--- src/rtl/ysyx_22050710_lsu_ctrl_if.sv ---
// Pipeline-side and data-SRAM-side signals of the LSU controller, bundled so the
// controller and its environment share one declaration.
interface ysyx_22050710_lsu_ctrl_if #(
   parameter int ADDR_WD      = 64,
   parameter int WORD_WD      = 64,
   parameter int SRAM_DATA_WD = 64
);
   logic                    i_mem_valid;
   logic                    i_mem_ren;
   logic                    i_mem_wen;
   logic [2:0]              i_mem_op;
   logic [ADDR_WD-1:0]      i_mem_addr;
   logic [WORD_WD-1:0]      i_mem_wdata;
   logic                    o_stall;

   logic                    o_sram_req_valid;
   logic                    i_sram_req_ready;
   logic [ADDR_WD-1:0]      o_sram_addr;
   logic                    o_sram_wen;
   logic [SRAM_DATA_WD-1:0] o_sram_wdata;
   logic [7:0]              o_sram_wmask;
   logic                    i_sram_rvalid;
   logic [SRAM_DATA_WD-1:0] i_sram_rdata;
   logic                    i_sram_bvalid;

   logic [2:0]              o_raddr_align;
   logic [SRAM_DATA_WD-1:0] o_data_sram_rdata;
   logic                    o_mem_ren;

   // The controller masters the SRAM request bus.
   modport master (
      input  i_mem_valid, i_mem_ren, i_mem_wen, i_mem_op, i_mem_addr, i_mem_wdata,
      output o_stall,
      output o_sram_req_valid, o_sram_addr, o_sram_wen, o_sram_wdata, o_sram_wmask,
      input  i_sram_req_ready, i_sram_rvalid, i_sram_rdata, i_sram_bvalid,
      output o_raddr_align, o_data_sram_rdata, o_mem_ren
   );

   modport slave (
      output i_mem_valid, i_mem_ren, i_mem_wen, i_mem_op, i_mem_addr, i_mem_wdata,
      input  o_stall,
      input  o_sram_req_valid, o_sram_addr, o_sram_wen, o_sram_wdata, o_sram_wmask,
      output i_sram_req_ready, i_sram_rvalid, i_sram_rdata, i_sram_bvalid,
      input  o_raddr_align, o_data_sram_rdata, o_mem_ren
   );
endinterface

--- src/rtl/ysyx_22050710_lsu_ctrl.sv ---
// MEM-stage load/store controller: turns one pipeline memory access into a single
// aligned data-SRAM transaction and stalls the pipeline until it completes.
module ysyx_22050710_lsu_ctrl #(
   parameter int ADDR_WD      = 64,
   parameter int WORD_WD      = 64,
   parameter int SRAM_DATA_WD = 64
) (
   input logic                     i_clk,
   input logic                     i_rst,
   ysyx_22050710_lsu_ctrl_if.master bus
);

   typedef enum logic [2:0] {IDLE, REQ, WAIT_R, WAIT_B, DONE} state_e;

   state_e                  state;
   state_e                  state_nxt;
   logic [ADDR_WD-1:0]      addr_q;
   logic [1:0]              size_q;
   logic [WORD_WD-1:0]      wdata_q;
   logic                    store_q;
   logic [SRAM_DATA_WD-1:0] rdata_q;
   logic [2:0]              align_q;

   logic                    req_in;
   logic                    accept;
   logic                    load_done;
   logic [7:0]              size_mask;
   logic [SRAM_DATA_WD-1:0] wdata_ext;
   logic                    unused_op_lsb;

   // op[0] only selects sign extension, which happens downstream.
   assign unused_op_lsb = bus.i_mem_op[0];

   assign req_in    = bus.i_mem_valid & (bus.i_mem_ren | bus.i_mem_wen);
   assign accept    = (state == IDLE) & req_in;
   assign load_done = (state == WAIT_R) & bus.i_sram_rvalid;

   always_ff @(posedge i_clk) begin
      // NOTE: all state updates here are non-blocking so every register samples pre-edge values.
      if (i_rst) begin
         state   <= IDLE;
         addr_q  <= '0;
         size_q  <= '0;
         wdata_q <= '0;
         store_q <= 1'b0;
         rdata_q <= '0;
         align_q <= '0;
      end else begin
         state <= state_nxt;
         if (accept) begin
            addr_q  <= bus.i_mem_addr;
            size_q  <= bus.i_mem_op[2:1];
            wdata_q <= bus.i_mem_wdata;
            store_q <= bus.i_mem_wen;  // a store wins when both ren and wen are set
         end
         if (load_done) begin
            rdata_q <= bus.i_sram_rdata;
            align_q <= addr_q[2:0];
         end
      end
   end

   always_comb begin
      // NOTE: next state defaults to the current one so no branch leaves it unassigned (no latch).
      state_nxt = state;
      unique case (state)
         IDLE:    if (req_in)               state_nxt = REQ;
         REQ:     if (bus.i_sram_req_ready) state_nxt = store_q ? WAIT_B : WAIT_R;
         WAIT_R:  if (bus.i_sram_rvalid)    state_nxt = DONE;
         WAIT_B:  if (bus.i_sram_bvalid)    state_nxt = DONE;
         DONE:                              state_nxt = IDLE;
         default:                           state_nxt = IDLE;
      endcase
   end

   always_comb begin
      size_mask = 8'h01;
      unique case (size_q)
         2'b00: size_mask = 8'h01;
         2'b01: size_mask = 8'h03;
         2'b10: size_mask = 8'h0F;
         2'b11: size_mask = 8'hFF;
         default: size_mask = 8'h01;
      endcase
   end

   assign wdata_ext = SRAM_DATA_WD'(wdata_q);

   // Payload comes straight from the latched request, so it is stable while REQ waits.
   assign bus.o_sram_req_valid = (state == REQ);
   assign bus.o_sram_addr      = {addr_q[ADDR_WD-1:3], 3'b000};
   assign bus.o_sram_wen       = store_q;
   assign bus.o_sram_wdata     = store_q ? (wdata_ext << {addr_q[2:0], 3'b000}) : '0;
   assign bus.o_sram_wmask     = store_q ? (size_mask << addr_q[2:0]) : 8'h00;

   assign bus.o_stall = (state == REQ) | (state == WAIT_R) | (state == WAIT_B) | accept;

   assign bus.o_mem_ren         = (state == DONE) & ~store_q;
   assign bus.o_data_sram_rdata = rdata_q;
   assign bus.o_raddr_align     = align_q;

endmodule

--- src/flat_wrapper.sv ---
// flat-port wrapper written by rule: the top's interface ports become plain ports
module ysyx_22050710_lsu_ctrl_flat 
#(
   parameter int ADDR_WD      = 64,
   parameter int WORD_WD      = 64,
   parameter int SRAM_DATA_WD = 64
)
  (i_clk, i_rst, bus_i_mem_valid, bus_i_mem_ren, bus_i_mem_wen, bus_i_mem_op, bus_i_mem_addr, bus_i_mem_wdata, bus_o_stall, bus_o_sram_req_valid, bus_o_sram_addr, bus_o_sram_wen, bus_o_sram_wdata, bus_o_sram_wmask, bus_i_sram_req_ready, bus_i_sram_rvalid, bus_i_sram_rdata, bus_i_sram_bvalid, bus_o_raddr_align, bus_o_data_sram_rdata, bus_o_mem_ren);
  ysyx_22050710_lsu_ctrl_if #(.ADDR_WD(ADDR_WD), .WORD_WD(WORD_WD), .SRAM_DATA_WD(SRAM_DATA_WD)) bus_i ();
  input logic i_clk;
  input logic i_rst;
  input wire logic [$bits(bus_i.i_mem_valid)-1:0] bus_i_mem_valid;
  input wire logic [$bits(bus_i.i_mem_ren)-1:0] bus_i_mem_ren;
  input wire logic [$bits(bus_i.i_mem_wen)-1:0] bus_i_mem_wen;
  input wire logic [$bits(bus_i.i_mem_op)-1:0] bus_i_mem_op;
  input wire logic [$bits(bus_i.i_mem_addr)-1:0] bus_i_mem_addr;
  input wire logic [$bits(bus_i.i_mem_wdata)-1:0] bus_i_mem_wdata;
  output wire logic [$bits(bus_i.o_stall)-1:0] bus_o_stall;
  output wire logic [$bits(bus_i.o_sram_req_valid)-1:0] bus_o_sram_req_valid;
  output wire logic [$bits(bus_i.o_sram_addr)-1:0] bus_o_sram_addr;
  output wire logic [$bits(bus_i.o_sram_wen)-1:0] bus_o_sram_wen;
  output wire logic [$bits(bus_i.o_sram_wdata)-1:0] bus_o_sram_wdata;
  output wire logic [$bits(bus_i.o_sram_wmask)-1:0] bus_o_sram_wmask;
  input wire logic [$bits(bus_i.i_sram_req_ready)-1:0] bus_i_sram_req_ready;
  input wire logic [$bits(bus_i.i_sram_rvalid)-1:0] bus_i_sram_rvalid;
  input wire logic [$bits(bus_i.i_sram_rdata)-1:0] bus_i_sram_rdata;
  input wire logic [$bits(bus_i.i_sram_bvalid)-1:0] bus_i_sram_bvalid;
  output wire logic [$bits(bus_i.o_raddr_align)-1:0] bus_o_raddr_align;
  output wire logic [$bits(bus_i.o_data_sram_rdata)-1:0] bus_o_data_sram_rdata;
  output wire logic [$bits(bus_i.o_mem_ren)-1:0] bus_o_mem_ren;
  assign bus_i.i_mem_valid = bus_i_mem_valid;
  assign bus_i.i_mem_ren = bus_i_mem_ren;
  assign bus_i.i_mem_wen = bus_i_mem_wen;
  assign bus_i.i_mem_op = bus_i_mem_op;
  assign bus_i.i_mem_addr = bus_i_mem_addr;
  assign bus_i.i_mem_wdata = bus_i_mem_wdata;
  assign bus_o_stall = bus_i.o_stall;
  assign bus_o_sram_req_valid = bus_i.o_sram_req_valid;
  assign bus_o_sram_addr = bus_i.o_sram_addr;
  assign bus_o_sram_wen = bus_i.o_sram_wen;
  assign bus_o_sram_wdata = bus_i.o_sram_wdata;
  assign bus_o_sram_wmask = bus_i.o_sram_wmask;
  assign bus_i.i_sram_req_ready = bus_i_sram_req_ready;
  assign bus_i.i_sram_rvalid = bus_i_sram_rvalid;
  assign bus_i.i_sram_rdata = bus_i_sram_rdata;
  assign bus_i.i_sram_bvalid = bus_i_sram_bvalid;
  assign bus_o_raddr_align = bus_i.o_raddr_align;
  assign bus_o_data_sram_rdata = bus_i.o_data_sram_rdata;
  assign bus_o_mem_ren = bus_i.o_mem_ren;
  ysyx_22050710_lsu_ctrl #(.ADDR_WD(ADDR_WD), .WORD_WD(WORD_WD), .SRAM_DATA_WD(SRAM_DATA_WD)) u_core (.i_clk(i_clk), .i_rst(i_rst), .bus(bus_i));
endmodule
--- config.mk ---
export PLATFORM = sky130hd
export DESIGN_NAME = ysyx_22050710_lsu_ctrl_flat
export DESIGN_NICKNAME = d
export VERILOG_FILES = /design/src/rtl/ysyx_22050710_lsu_ctrl_if.sv /design/src/rtl/ysyx_22050710_lsu_ctrl.sv /design/src/flat_wrapper.sv
export SDC_FILE = /design/constraint.sdc
export NUM_CORES = 1
export LEC_CHECK = 0
export BUFFER_PORTS_ARGS = -buffer_cell sky130_fd_sc_hd__buf_2
export CORE_UTILIZATION = 40
export CTS_BUF_LIST = sky130_fd_sc_hd__clkbuf_4 sky130_fd_sc_hd__clkbuf_8
export DETAILED_ROUTE_END_ITERATION = 6
export GPL_ROUTABILITY_DRIVEN = 0
export GPL_TIMING_DRIVEN = 0
export PLACE_DENSITY = 0.77
export SYNTH_ARGS = -nofsm -noshare
export SYNTH_HDL_FRONTEND = slang
export SYNTH_SLANG_ARGS = --single-unit
--- constraint.sdc ---
create_clock -name i_clk -period 3.7 [get_ports i_clk]
set_input_delay 0.185 -clock i_clk [delete_from_list [all_inputs] [get_ports i_clk]]
set_output_delay 0.185 -clock i_clk [all_outputs]
set_load 0.05 [all_outputs]
==> out/results.tsv, run 1 <==
stage	metric	value	unit
sta	Tmin final	2.826	ns
synthesis	main combinational cell family by area after synthesis	compound AO/OA/AOI/OAI gates	
worst_setup_path	Critical Setup Path Class	register to primary output	
finish	fin nets	2092	
floorplan	y dimension of the die	159.1	um
outcome	outcome	finished clean	
sta	Worst-Margin Slew	0.6139	ns
worst_setup_path	delay of the slowest cell on the worst path	0.60	ns
synthesis	Synth Flop Type	sky130_fd_sc_hd__dfxtp_1	
global_route	global-route usage over all layers	30.86	%
worst_setup_path	number of cells on the worst reg-to-reg path	6	
sta	hold violation total from the final report	0	
worst_setup_path	setup slack, reg-to-reg	1.71	ns
floorplan	number of placement rows	57	
global_route	largest net degree at the start of global routing	11	
synthesis	Post-Syn Area	9873	um^2
routing	drc violations	0	
pwr	PwrDens	407.7	nW/um^2
cts	source-to-sink clock delay at the later pin of the worst-skew pair	0.51	ns
worst_setup_path	ordered cell list for the critical path	nand2b_1 -> clkbuf_1 -> buf_1 -> o32ai_1 -> buf_2	
sta	count of final max-slew check failures	0	
finish	layout-stage area growth over the synthesis result	53.04	%
worst_hold_path	min-delay worst type	input port to register	
routing	DRC violation total after the first TritonRoute iteration	1293	
global_route	overall overflow remaining after global route	0	
global_route	initial antenna violation count	2	
floorplan	Die Outline Area	25320	um^2
worst_setup_path	CP max FO	10	
worst_hold_path	launch instance of the worst min-delay path	bus_i_sram_bvalid	
finish	number of fill cells	2006	
routing	Routed WL	40780	um
sta	setup ws final	0.8740	ns
cts	buffer depth of the longest clock path	3	
synthesis	basic-gate share of the synthesized area counting and, or, nand and nor cells	18.31	%
worst_setup_path	endpoint arrival time on the critical path	2.64	ns
cts	number of cells upsized or downsized after cts	0	
cts	clock tree from TritonCTS	yes	
finish	share of cells above drive strength 1	33.92	%
routing	via count of the routed design	12146	
synthesis	multiplexer share of the synthesized area	7.908	%
cts	# clock sinks	201	
worst_setup_path	reg2reg start	u_core.state[2]	
worst_setup_path	nature of the critical path endpoint	primary output	
cts	buffer cell driving the clock tree root	sky130_fd_sc_hd__clkbuf_8	
synthesis	post-synthesis cell type count	44	
worst_hold_path	cell count of the worst hold path	4	
placement	half-perimeter wire length of the detailed placement result	28160	um
pwr	leakage power figure	0.006754	uW
routing	via count normalized by instance count	5.420	
synthesis	mean cell area of the mapped netlist	7.918	um^2
global_route	vias in the first global route	12172	
synthesis	Compound-Gate Fraction of Synth Area	21.61	%
sta	number of failing setup endpoints in the final timing report	0	
synthesis	number of synthesized register bits	201	
sta	RSZ-0062 raised after global routing	no	
synthesis	number of enable-type register cells in the synthesized netlist	0	
cts	maximum level of the CTS H-tree	2	
sta	final clock skew	0.01659	ns
sta	slew margin rel.	59.07	%
synthesis	post-synthesis adder-cell area fraction	0	%
floorplan	die width	159.1	um
cts	Clock transition at path regs	0.06	ns
sta	post-route setup TNS	0	ns
sta	f_max	353.9	MHz
finish	commonest cells after routing, fill and taps aside	sky130_fd_sc_hd__buf_2 (453), sky130_fd_sc_hd__a21oi_1 (211), sky130_fd_sc_hd__dfxtp_1 (201), sky130_fd_sc_hd__dlygate4sd3_1 (197), sky130_fd_sc_hd__nand2_1 (140)	
pwr	IR drop worst, VDD	0.3528	mV
sta	part of the cycle the worst path needs	76.38	%
worst_setup_path	worst r2r dst	u_core.bus.o_sram_wen	
placement	Port Buf Inserts	404	
job	number of maximum-capacitance constraint violations	0	
synthesis	Synth async-reset ratio	0	%
global_route	first-pass GRT wire length	62850	um
worst_hold_path	hold endpoint	u_core.state[0]	
floorplan	placeable core area	24250	um^2
floorplan	Starting Density	40.72	%
synthesis	post-synthesis xor/xnor area fraction	0	%
routing	post-route ant nets	0	
cts	total of hold buffers inserted after clock tree synthesis	197	
routing	final routed wire length divided by cell count	18.20	um
cts	post-CTS setup repair buffer count	0	
worst_setup_path	WP data required	3.51	ns
synthesis	number of warnings printed during yosys synthesis	0	
floorplan	IO Pins	410	
synthesis	post-synthesis sequential area ratio	40.76	%
cts	clock buffer count from CTS	37	
worst_setup_path	critical path launch point type	register	
finish	commonest non-fill, non-tap cell in the layout	sky130_fd_sc_hd__buf_2	
routing	number of detailed-routing iterations run before antenna repair	6	
worst_setup_path	slowest CP cell	sky130_fd_sc_hd__dfxtp_1	
synthesis	Cells after Synth	1247	
pwr	overall power after layout	6161	uW
placement	Setup WS pre-CTS	1.394	ns
[sequential cells by signal (all words and copies together) (netlist names)]
name and flops:
u_core.addr_q 64, u_core.bus.o_data_sram_rdata 64, u_core.bus.o_raddr_align 3, u_core.bus.o_sram_wen 1
u_core.size_q 2, u_core.state 3, u_core.wdata_ext 64
[report_power, final]
part,switching (uW),internal (uW),total [uW]
logic,886,565,1450
clock network,956,1400,2360
registers,82.5,2270,2350
total,1920,4240,6160
[cells in the mapped netlist, types with 2 or more instances]
cell                        number  area share (%)
sky130_fd_sc_hd__a211oi_1        2            0.15
sky130_fd_sc_hd__a21oi_1       211              11
sky130_fd_sc_hd__and2_1         16             1.0
sky130_fd_sc_hd__buf_1          10            0.38
sky130_fd_sc_hd__buf_2          49             2.5
sky130_fd_sc_hd__buf_4          67             5.1
sky130_fd_sc_hd__buf_6          11             1.3
sky130_fd_sc_hd__clkbuf_1       55             2.1
sky130_fd_sc_hd__dfxtp_1       201              41
sky130_fd_sc_hd__mux2_2         40             4.6
sky130_fd_sc_hd__mux2i_1        33             3.3
sky130_fd_sc_hd__nand2_1       140             5.3
sky130_fd_sc_hd__nand2b_1        3            0.19
sky130_fd_sc_hd__nand3_1       132             6.7
sky130_fd_sc_hd__nor2_1         38             1.4
sky130_fd_sc_hd__nor2_2          2            0.13
sky130_fd_sc_hd__nor2b_1        19             1.2
sky130_fd_sc_hd__nor3_1         19            0.96
sky130_fd_sc_hd__o21a_1          3            0.23
sky130_fd_sc_hd__o21ai_0        43             2.2
sky130_fd_sc_hd__o21ai_1        90             4.6
sky130_fd_sc_hd__o221ai_1        8            0.71
sky130_fd_sc_hd__o22ai_1         8            0.51
sky130_fd_sc_hd__o2bb2ai_1       8            0.71
sky130_fd_sc_hd__o32ai_1        16             1.4
sky130_fd_sc_hd__or2_2           4            0.25
sky130_fd_sc_hd__or3b_2          2            0.18
[cell type report]
type | count | area, um^2 | share of cell area, %
diodes | 1 | 2.502 | 0.01656
clock inverters | 13 | 147.6 | 0.9771
inverters | 2 | 7.507 | 0.04969
plain buffers | 192 | 1116 | 7.387
repair buffers | 601 | 3994 | 26.43
clock buffers | 53 | 679.4 | 4.497
flip-flops and latches | 201 | 4024 | 26.63
well taps | 324 | 405.4 | 2.683
multi-input cells | 854 | 4733 | 31.33
[through the flow]
stage          util [%]  instances  cell area (um^2)  hold WS (ns)
5_1_grt           62.31       2241             15110       0.04942
2_1_floorplan         -       1249              9881        0.3210
3_3_place_gp      50.76       1977             12310        0.4246
6_report          62.31       2241             15110       0.02686
4_1_cts           62.30       2240             15110      0.008102
3_5_place_dp      50.76       1977             12310        0.4297
[critical path: cells and delay by family (launching register included)]
family,cells,cell delay [ns]
simple gates,1,0.09
flops,1,0.60
buf+inv,3,0.89
compound gates,1,0.54
[cells by family after synthesis]
family	Yosys count
AOI/OAI and AO/OA	394
buffers and inverters	194
DFF	201
muxes	73
other	1
and+or+nand+nor	384
[routing by layer]
metal,share of wire [%],track usage (%),vias to the layer above,wire (um)
met5,0,0,-,0
met4,5.2,16.56,0,2103
met3,8.7,6.356,176,3532
met2,48,53.49,741,19610
met1,38,35.68,5630,15530
li1,-,-,5599,-
[worst max path at each step]
stage	startpoint	end	cells past startpoint
final	u_core.bus.o_sram_wen	bus_o_sram_wdata[47]	5
after global routing	u_core.bus.o_sram_wen	bus_o_sram_wdata[45]	5
after CTS	u_core.bus.o_sram_wen	bus_o_sram_wdata[45]	5
after detailed placement	u_core.bus.o_sram_wen	bus_o_sram_wdata[45]	5
after global placement	u_core.bus.o_sram_wen	bus_o_sram_wdata[45]	5
after floorplan	u_core.bus.o_sram_wen	bus_o_sram_wdata[44]	4
No activity file was read; power rests on OpenSTA's default activity.
==> inputs of run 2 (changes only) <==
Settings changed: ABC_AREA set to 1, CORE_AREA set to 2 2 160 162, CORE_UTILIZATION 40 to not set, DIE_AREA set to 0 0 162 164, PLACE_DENSITY 0.77 to 0.74.
Clock period 3.7 ns to 2.8 ns, I/O delays scaled along.
==> run 2 against run 1 <==
Power grew 120%. Worst hold slack better by 0.011 ns. Clock-buffer cell count up 1. Largest cell class unchanged. Largest power group is now combinational cells.
==> out/results.tsv, run 2 <==
stage	metric	value	unit	change
pwr	combinational fraction of design power	48.4	%	+25 points
finish	commonest cells after routing, fill and taps aside	sky130_fd_sc_hd__buf_2 (431), sky130_fd_sc_hd__nor2_1 (407), sky130_fd_sc_hd__dfxtp_1 (201), sky130_fd_sc_hd__dlygate4sd3_1 (196), sky130_fd_sc_hd__o21ai_0 (181)		
routing	via count normalized by instance count	5.012		-7.5%
synthesis	Synth async-reset ratio	0	%	unchanged
pwr	Int Pwr	7268	uW	+72%
routing	top layer used by detailed routing	met5		
synthesis	number of warnings printed during yosys synthesis	0		unchanged
floorplan	y dimension of the die	164	um	+3.1%
pwr	overall power after layout	13580	uW	+120%
synthesis	post-synthesis cell type count	29		-34%
synthesis	most used standard cell by instance count after synthesis	sky130_fd_sc_hd__nor2_1		
sta	number of failing setup endpoints in the final timing report	0		unchanged
synthesis	Cells after Synth	1323		+6.1%
worst_setup_path	critical path launch point type	register		
pwr	IR drop worst, VDD	0.6200	mV	+76%
floorplan	Starting Density	37.40	%	-3.3 points
routing	routed wire length on met3	3287	um	-6.9%
routing	final routed wire length divided by cell count	16.77	um	-7.9%
finish	final non-filler cell total	2321		+3.6%
worst_setup_path	Critical Setup Path Class	register to primary output		
worst_hold_path	min-delay worst type	input port to register		
cts	total of hold buffers inserted after clock tree synthesis	196		-0.51%
pwr	PwrDens	938.7	nW/um^2	+130%
synthesis	Post-Syn Area	9283	um^2	-6.0%
floorplan	die width	162	um	+1.8%
synthesis	Synth Flop Type	sky130_fd_sc_hd__dfxtp_1		
synthesis	post-synthesis cell type with the largest combined area	sky130_fd_sc_hd__dfxtp_1		
job	number of maximum-capacitance constraint violations	0		unchanged
cts	Clock transition at path regs	0.07	ns	about the same
routing	DRC violation total after the first TritonRoute iteration	1112		-14%
cts	# clock sinks	201		unchanged
synthesis	most numerous cell types in the synthesized netlist	sky130_fd_sc_hd__nor2_1 (407), sky130_fd_sc_hd__dfxtp_1 (201), sky130_fd_sc_hd__o21ai_0 (181), sky130_fd_sc_hd__nand2_1 (134), sky130_fd_sc_hd__o21ai_1 (81)		
routing	Routed WL	38910	um	-4.6%
routing	routed length on met1	15550	um	+0.12%
sta	part of the cycle the worst path needs	96.63	%	
finish	Util after Layout	58.27	%	-4.0 points
placement	placed instance count	2060		+4.2%
worst_setup_path	WP data required	2.66	ns	-0.85 ns
pwr	proportion of total power due to net switching	46.46	%	+15 points
routing	via count of the routed design	11632		-4.2%
sta	final clock skew	0.01285	ns	-0.003733 ns
cts	maximum level of the CTS H-tree	2		unchanged
floorplan	number of placement rows	58		+1.8%
floorplan	Die Outline Area	26570	um^2	+4.9%
routing	post-route ant nets	0		unchanged
worst_setup_path	nature of the critical path endpoint	primary output		
pwr	leakage power figure	0.007002	uW	+3.7%
sta	post-route setup TNS	0	ns	unchanged
global_route	global-route usage over all layers	27.83	%	-3.0 points
finish	commonest non-fill, non-tap cell in the layout	sky130_fd_sc_hd__buf_2		
pwr	sequential share of power	29.9	%	-8.3 points
global_route	largest net degree at the start of global routing	11		unchanged
sta	slew margin rel.	61.04	%	+2.0 points
synthesis	mean cell area of the mapped netlist	7.016	um^2	-11%
placement	Port Buf Inserts	405		+0.25%
sta	hold violation total from the final report	0		unchanged
routing	number of detailed-routing iterations run before antenna repair	6		unchanged
routing	drc violations	0		unchanged
pwr	clock share of power	21.8	%	-16 points
worst_setup_path	CP max FO	10		unchanged
sta	RSZ-0062 raised after global routing	no		
cts	clock tree from TritonCTS	yes		
finish	fin nets	2167		+3.6%
synthesis	post-synthesis sequential area ratio	43.35	%	+2.6 points
synthesis	number of enable-type register cells in the synthesized netlist	0		unchanged
cts	post-CTS setup repair buffer count	0		unchanged
sta	count of final max-slew check failures	0		unchanged
floorplan	IO Pins	410		unchanged
pwr	Psw	6307	uW	+230%
outcome	outcome	finished clean		
synthesis	number of synthesized register bits	201		unchanged
cts	buffer cell driving the clock tree root	sky130_fd_sc_hd__clkbuf_8		
sta	Worst-Margin Slew	0.5837	ns	-0.03022 ns
placement	instance area at placement	11730	um^2	-4.7%
synthesis	ranking of synthesized cells by area	sky130_fd_sc_hd__dfxtp_1 (43%), sky130_fd_sc_hd__nor2_1 (16%), sky130_fd_sc_hd__o21ai_0 (9.8%)		
global_route	initial antenna violation count	4		+2
cts	number of cells upsized or downsized after cts	0		unchanged
cts	clock buffer count from CTS	36		-2.7%
global_route	first-pass GRT wire length	58660	um	-6.7%
cts	source-to-sink clock delay at the later pin of the worst-skew pair	0.53	ns	+0.02 ns
finish	layout-stage area growth over the synthesis result	55.79	%	
global_route	vias in the first global route	11461		-5.8%
cts	buffer depth of the longest clock path	3		unchanged
placement	half-perimeter wire length of the detailed placement result	26730	um	-5.1%
finish	share of cells above drive strength 1	30.25	%	-3.7 points
synthesis	area fraction of the dominant cell type after synthesis	43.35	%	+2.6 points
routing	Met2 Wirelength	18520	um	-5.6%
sta	f_max	369.6	MHz	
worst_setup_path	endpoint arrival time on the critical path	2.57	ns	-0.07 ns
sta	Tmin final	2.706	ns	
global_route	overall overflow remaining after global route	0		unchanged
finish	area of all placed cells without fillers	14460	um^2	-4.3%
floorplan	placeable core area	24820	um^2	+2.4%
==> run 2: cell count changes after synthesis, sizes merged, moves of 19 or more <==
cell,delta
o21ai,+128
nor2,+371
nor3,-20
nor2b,-19
nand3,-78
a21oi,-175
inv,+39
clkbuf,-22
mux2,-40
==> run 2: area by class of cell <==
type	count	area [um^2]
diodes	4	10.01
plain buffers	157	1045
clock buffers	54	661.9
clock inverters	7	97.59
fillers	2184	10360
inverters	41	153.9
multi-input cells	926	4068
flip-flops and latches	201	4024
well taps	330	412.9
repair buffers	601	3989
==> run 2: critical path: stages (launching register included) <==
cell and delay, ns:
sky130_fd_sc_hd__dfxtp_1 0.33, sky130_fd_sc_hd__buf_2 0.19, sky130_fd_sc_hd__inv_2 0.12, sky130_fd_sc_hd__clkbuf_1 0.39, sky130_fd_sc_hd__o21ai_0 0.23, sky130_fd_sc_hd__o21ai_0 0.41, sky130_fd_sc_hd__buf_2 0.36
==> run 2: layer usage <==
layer  GRT usage, %  up-vias
met1          33.72     5330
met5              0        -
li1               -     5493
met3          5.606      130
met4          11.91        2
met2          48.07      677
==> run 2: cells by family after synthesis <==
family                 synth area share, %
other                              0.04040
AO/OA/AOI/OAI                        16.47
multiplexers                         1.725
flip-flops                           43.35
AND/OR/NAND/NOR                      25.50
buffers and inverters                12.91
==> run 2: worst paths after layout <==
kind	startpoint	to	slack [ns]	cells past startpoint
min	bus_i_sram_req_ready	u_core.state[1]	0.04	5
min reg2reg	u_core.bus.o_data_sram_rdata[50]	u_core.bus.o_data_sram_rdata[50]	0.48	2
max	u_core.addr_q[1]	bus_o_sram_wdata[59]	0.09	6
max reg2reg	u_core.state[0]	u_core.addr_q[9]	1.22	8
==> run 2: power groups by stage <==
| stage | Clock, uW | Combinational, uW | Sequential (uW) |
|---|---|---|---|
| floorplan | 0 | 4100 | 4590 |
| global placement | 0 | 6130 | 4040 |
| detailed placement | 0 | 6190 | 4060 |
| CTS | 2990 | 6410 | 4010 |
| global route | 3130 | 7040 | 4110 |
| finish | 2960 | 6560 | 4050 |
==> run 2: through the flow <==
stage                     hold WS [ns]  setup WS, ns
after floorplan                 0.2115        0.1036
after global placement          0.3525        0.8505
after detailed placement        0.3554        0.7976
after CTS                     0.004614        0.2335
after global routing           0.05064      0.009145
final                          0.03805       0.09450
==> inputs of run 3 (changes only) <==
Settings changed: BUFFER_PORTS_ARGS -buffer_cell sky130_fd_sc_hd__buf_2 to not set, DONT_BUFFER_PORTS set to 1, PLACE_DENSITY 0.74 to 0.6.
==> run 3 against run 2 <==
The flow now finishes with violations (setup timing). Maximum frequency shrank 6.1%. First-iteration DRC count shrank 30%. Power shrank 3.1%. Routed wire length shrank 9.6%. Clock power grew 3%. Die area is the same. Design area shrank 12%. Sequential power grew 17%. Utilization shrank 7.2 points. Non-clock buffer count shrank 399. Flip-flop and latch count is the same. Clock skew grew 0.0054 ns. Largest cell class is now multi-input gates.
==> out/results.tsv, run 3 (same netlist as run 2, synthesis figures left out) <==
stage	metric	value	unit	change
placement	Port Buf Inserts	0		-100%
cts	buffer cell driving the clock tree root	sky130_fd_sc_hd__clkbuf_8		
sta	final clock skew	0.01825	ns	+0.005397 ns
global_route	global-route usage over all layers	24.92	%	-2.9 points
floorplan	Die Outline Area	26570	um^2	unchanged
worst_setup_path	reg2reg start	u_core.state[0]		
routing	via count normalized by instance count	5.166		+3.1%
global_route	largest net degree at the start of global routing	11		unchanged
worst_hold_path	hold endpoint	u_core.state[0]		
floorplan	Starting Density	37.40	%	unchanged
floorplan	IO Pins	410		unchanged
routing	routed length on met1	13670	um	-12%
finish	commonest cells after routing, fill and taps aside	sky130_fd_sc_hd__nor2_1 (393), sky130_fd_sc_hd__dlygate4sd3_1 (201), sky130_fd_sc_hd__dfxtp_1 (200), sky130_fd_sc_hd__o21ai_0 (154), sky130_fd_sc_hd__nand2_1 (134)		
floorplan	die width	162	um	unchanged
cts	clock tree from TritonCTS	yes		
routing	post-route ant nets	0		unchanged
cts	Clock transition at path regs	0.06	ns	about the same
sta	part of the cycle the worst path needs	102.9	%	+6.3 points
worst_setup_path	number of cells on the worst reg-to-reg path	7		-1
cts	clock buffer count from CTS	37		+2.8%
finish	commonest non-fill, non-tap cell in the layout	sky130_fd_sc_hd__nor2_1		
sta	f_max	347.2	MHz	-6.1%
worst_setup_path	WP data required	2.66	ns	about the same
pwr	IR drop worst, VDD	0.6449	mV	+4.0%
global_route	vias in the first global route	9624		-16%
sta	Worst-Margin Slew	1.189	ns	+0.6053 ns
global_route	initial antenna violation count	6		+2
routing	DRC violation total after the first TritonRoute iteration	780		-30%
pwr	leakage power figure	0.005191	uW	-26%
finish	layout-stage area growth over the synthesis result	36.60	%	
worst_setup_path	CP max FO	10		unchanged
outcome	outcome	complete, but fails checks		
cts	# clock sinks	201		unchanged
routing	top layer used by detailed routing	met5		
worst_setup_path	nature of the critical path endpoint	primary output		
floorplan	number of placement rows	58		unchanged
finish	fin nets	1769		-18%
placement	half-perimeter wire length of the detailed placement result	25820	um	-3.4%
pwr	PwrDens	1037	nW/um^2	+11%
routing	Met2 Wirelength	16660	um	-10%
finish	Util after Layout	51.09	%	-7.2 points
worst_hold_path	cell count of the worst hold path	7		+2
routing	via count of the routed design	9944		-15%
outcome	failing checks	setup timing		
routing	final routed wire length divided by cell count	18.27	um	+8.9%
routing	drc violations	0		unchanged
floorplan	y dimension of the die	164	um	unchanged
worst_setup_path	setup slack, reg-to-reg	0.69	ns	-0.53 ns
global_route	overall overflow remaining after global route	0		unchanged
sta	hold violation total from the final report	0		unchanged
worst_hold_path	min-delay worst type	input port to register		
floorplan	placeable core area	24820	um^2	unchanged
worst_setup_path	critical path launch point type	register		
worst_setup_path	worst r2r dst	u_core.state[1]		
sta	RSZ-0062 raised after global routing	yes		
routing	Routed WL	35160	um	-9.6%
routing	routed wire length on met3	3488	um	+6.1%
sta	number of failing setup endpoints in the final timing report	10		+10
routing	number of detailed-routing iterations run before antenna repair	5		-1
finish	share of cells above drive strength 1	14.77	%	-15 points
sta	final-layout worst hold slack	0.07469	ns	+0.03664 ns
sta	setup ws final	-0.08060	ns	-0.1751 ns
sta	slew margin rel.	20.07	%	-41 points
worst_setup_path	endpoint arrival time on the critical path	2.74	ns	+0.17 ns
worst_hold_path	launch instance of the worst min-delay path	bus_i_mem_valid		
sta	count of final max-slew check failures	0		unchanged
global_route	first-pass GRT wire length	52060	um	-11%
worst_setup_path	Critical Setup Path Class	register to primary output		
job	number of maximum-capacitance constraint violations	0		unchanged
cts	maximum level of the CTS H-tree	2		unchanged
sta	Tmin final	2.881	ns	+0.1751 ns
cts	buffer depth of the longest clock path	3		unchanged
cts	source-to-sink clock delay at the later pin of the worst-skew pair	0.53	ns	about the same
## run 3: cell types whose count changed in the layout (fill, tap and decap cells not counted), moves of 6 or more
cell                      before  now
sky130_fd_sc_hd__buf_2       431   26
sky130_fd_sc_hd__o21ai_0     181  154
sky130_fd_sc_hd__o21ai_2       0   17
sky130_fd_sc_hd__nor2_1      407  393
sky130_fd_sc_hd__o21ai_1      81   91
sky130_fd_sc_hd__nor2_4        1    9
sky130_fd_sc_hd__nor2_2        3    9
## run 3: cell type report
| class | count | area (um^2) |
|---|---|---|
| Clock buffer | 54 | 661.9 |
| Inverter | 41 | 157.7 |
| Sequential cell | 201 | 4025 |
| Fill cell | 2411 | 12140 |
| Timing Repair Buffer | 202 | 2019 |
| Tap cell | 330 | 412.9 |
| Buffer | 157 | 1045 |
| Clock inverter | 10 | 130.1 |
| Antenna cell | 4 | 10.01 |
| Multi-Input combinational cell | 926 | 4218 |
## run 3: where the power goes
part / switching [uW] / internal, uW / total (uW) / leakage, uW
sequential: 1180 / 3560 / 4740 / 0.00165
clock: 1260 / 1790 / 3060 / 0.000417
combinational: 3740 / 1620 / 5360 / 0.00313
total: 6180 / 6970 / 13200 / 0.00519
## run 3: stage by stage
stage / cell area (um^2) / setup slack (ns) / TNS, ns / cells / power [uW]
after floorplan: 9290 / 0.1036 / 0 / 1325 / 8692
after global placement: 9703 / -0.2382 / -2.033 / 1655 / 9627
after detailed placement: 9714 / -0.2800 / -2.195 / 1655 / 9710
after CTS: 12570 / -0.1013 / -0.7789 / 1920 / 13060
after global routing: 12680 / -0.1161 / -2.122 / 1925 / 13860
final: 12680 / -0.08060 / -0.3146 / 1925 / 13150
## run 3: worst max-delay path, stage by stage (launching register included)
cell and delay (ns):
sky130_fd_sc_hd__dfxtp_2 0.59, sky130_fd_sc_hd__nand2_1 0.31, sky130_fd_sc_hd__clkbuf_1 0.42, sky130_fd_sc_hd__o21ai_1 0.89
## run 3: timing repair
item / CTS / global route
setup endpoints to repair: 61 / 41
endpoints found under the hold margin: 198 / 0
gates resized for setup: 17 / 24
setup buffers: 0 / 1
hold buffers: 201 / 0
## run 3: layer usage
metal,vias to the layer above,track usage [%]
li1,4706,-
met1,4575,29.02
met2,549,42.46
met3,110,7.652
met4,4,10.74
met5,-,0
## run 3: worst max-delay path by stage
stage          slack (ns)  cells after the start                   from                   end
2_1_floorplan        0.10                      4  u_core.bus.o_sram_wen   bus_o_sram_wdata[0]
3_3_place_gp        -0.24                      4  u_core.bus.o_sram_wen   bus_o_sram_wdata[5]
3_5_place_dp        -0.28                      4  u_core.bus.o_sram_wen   bus_o_sram_wdata[3]
4_1_cts             -0.10                      7       u_core.addr_q[0]   bus_o_sram_wdata[3]
5_1_grt             -0.12                      4  u_core.bus.o_sram_wen  bus_o_sram_wdata[30]
6_report            -0.08                      3  u_core.bus.o_sram_wen  bus_o_sram_wdata[47]
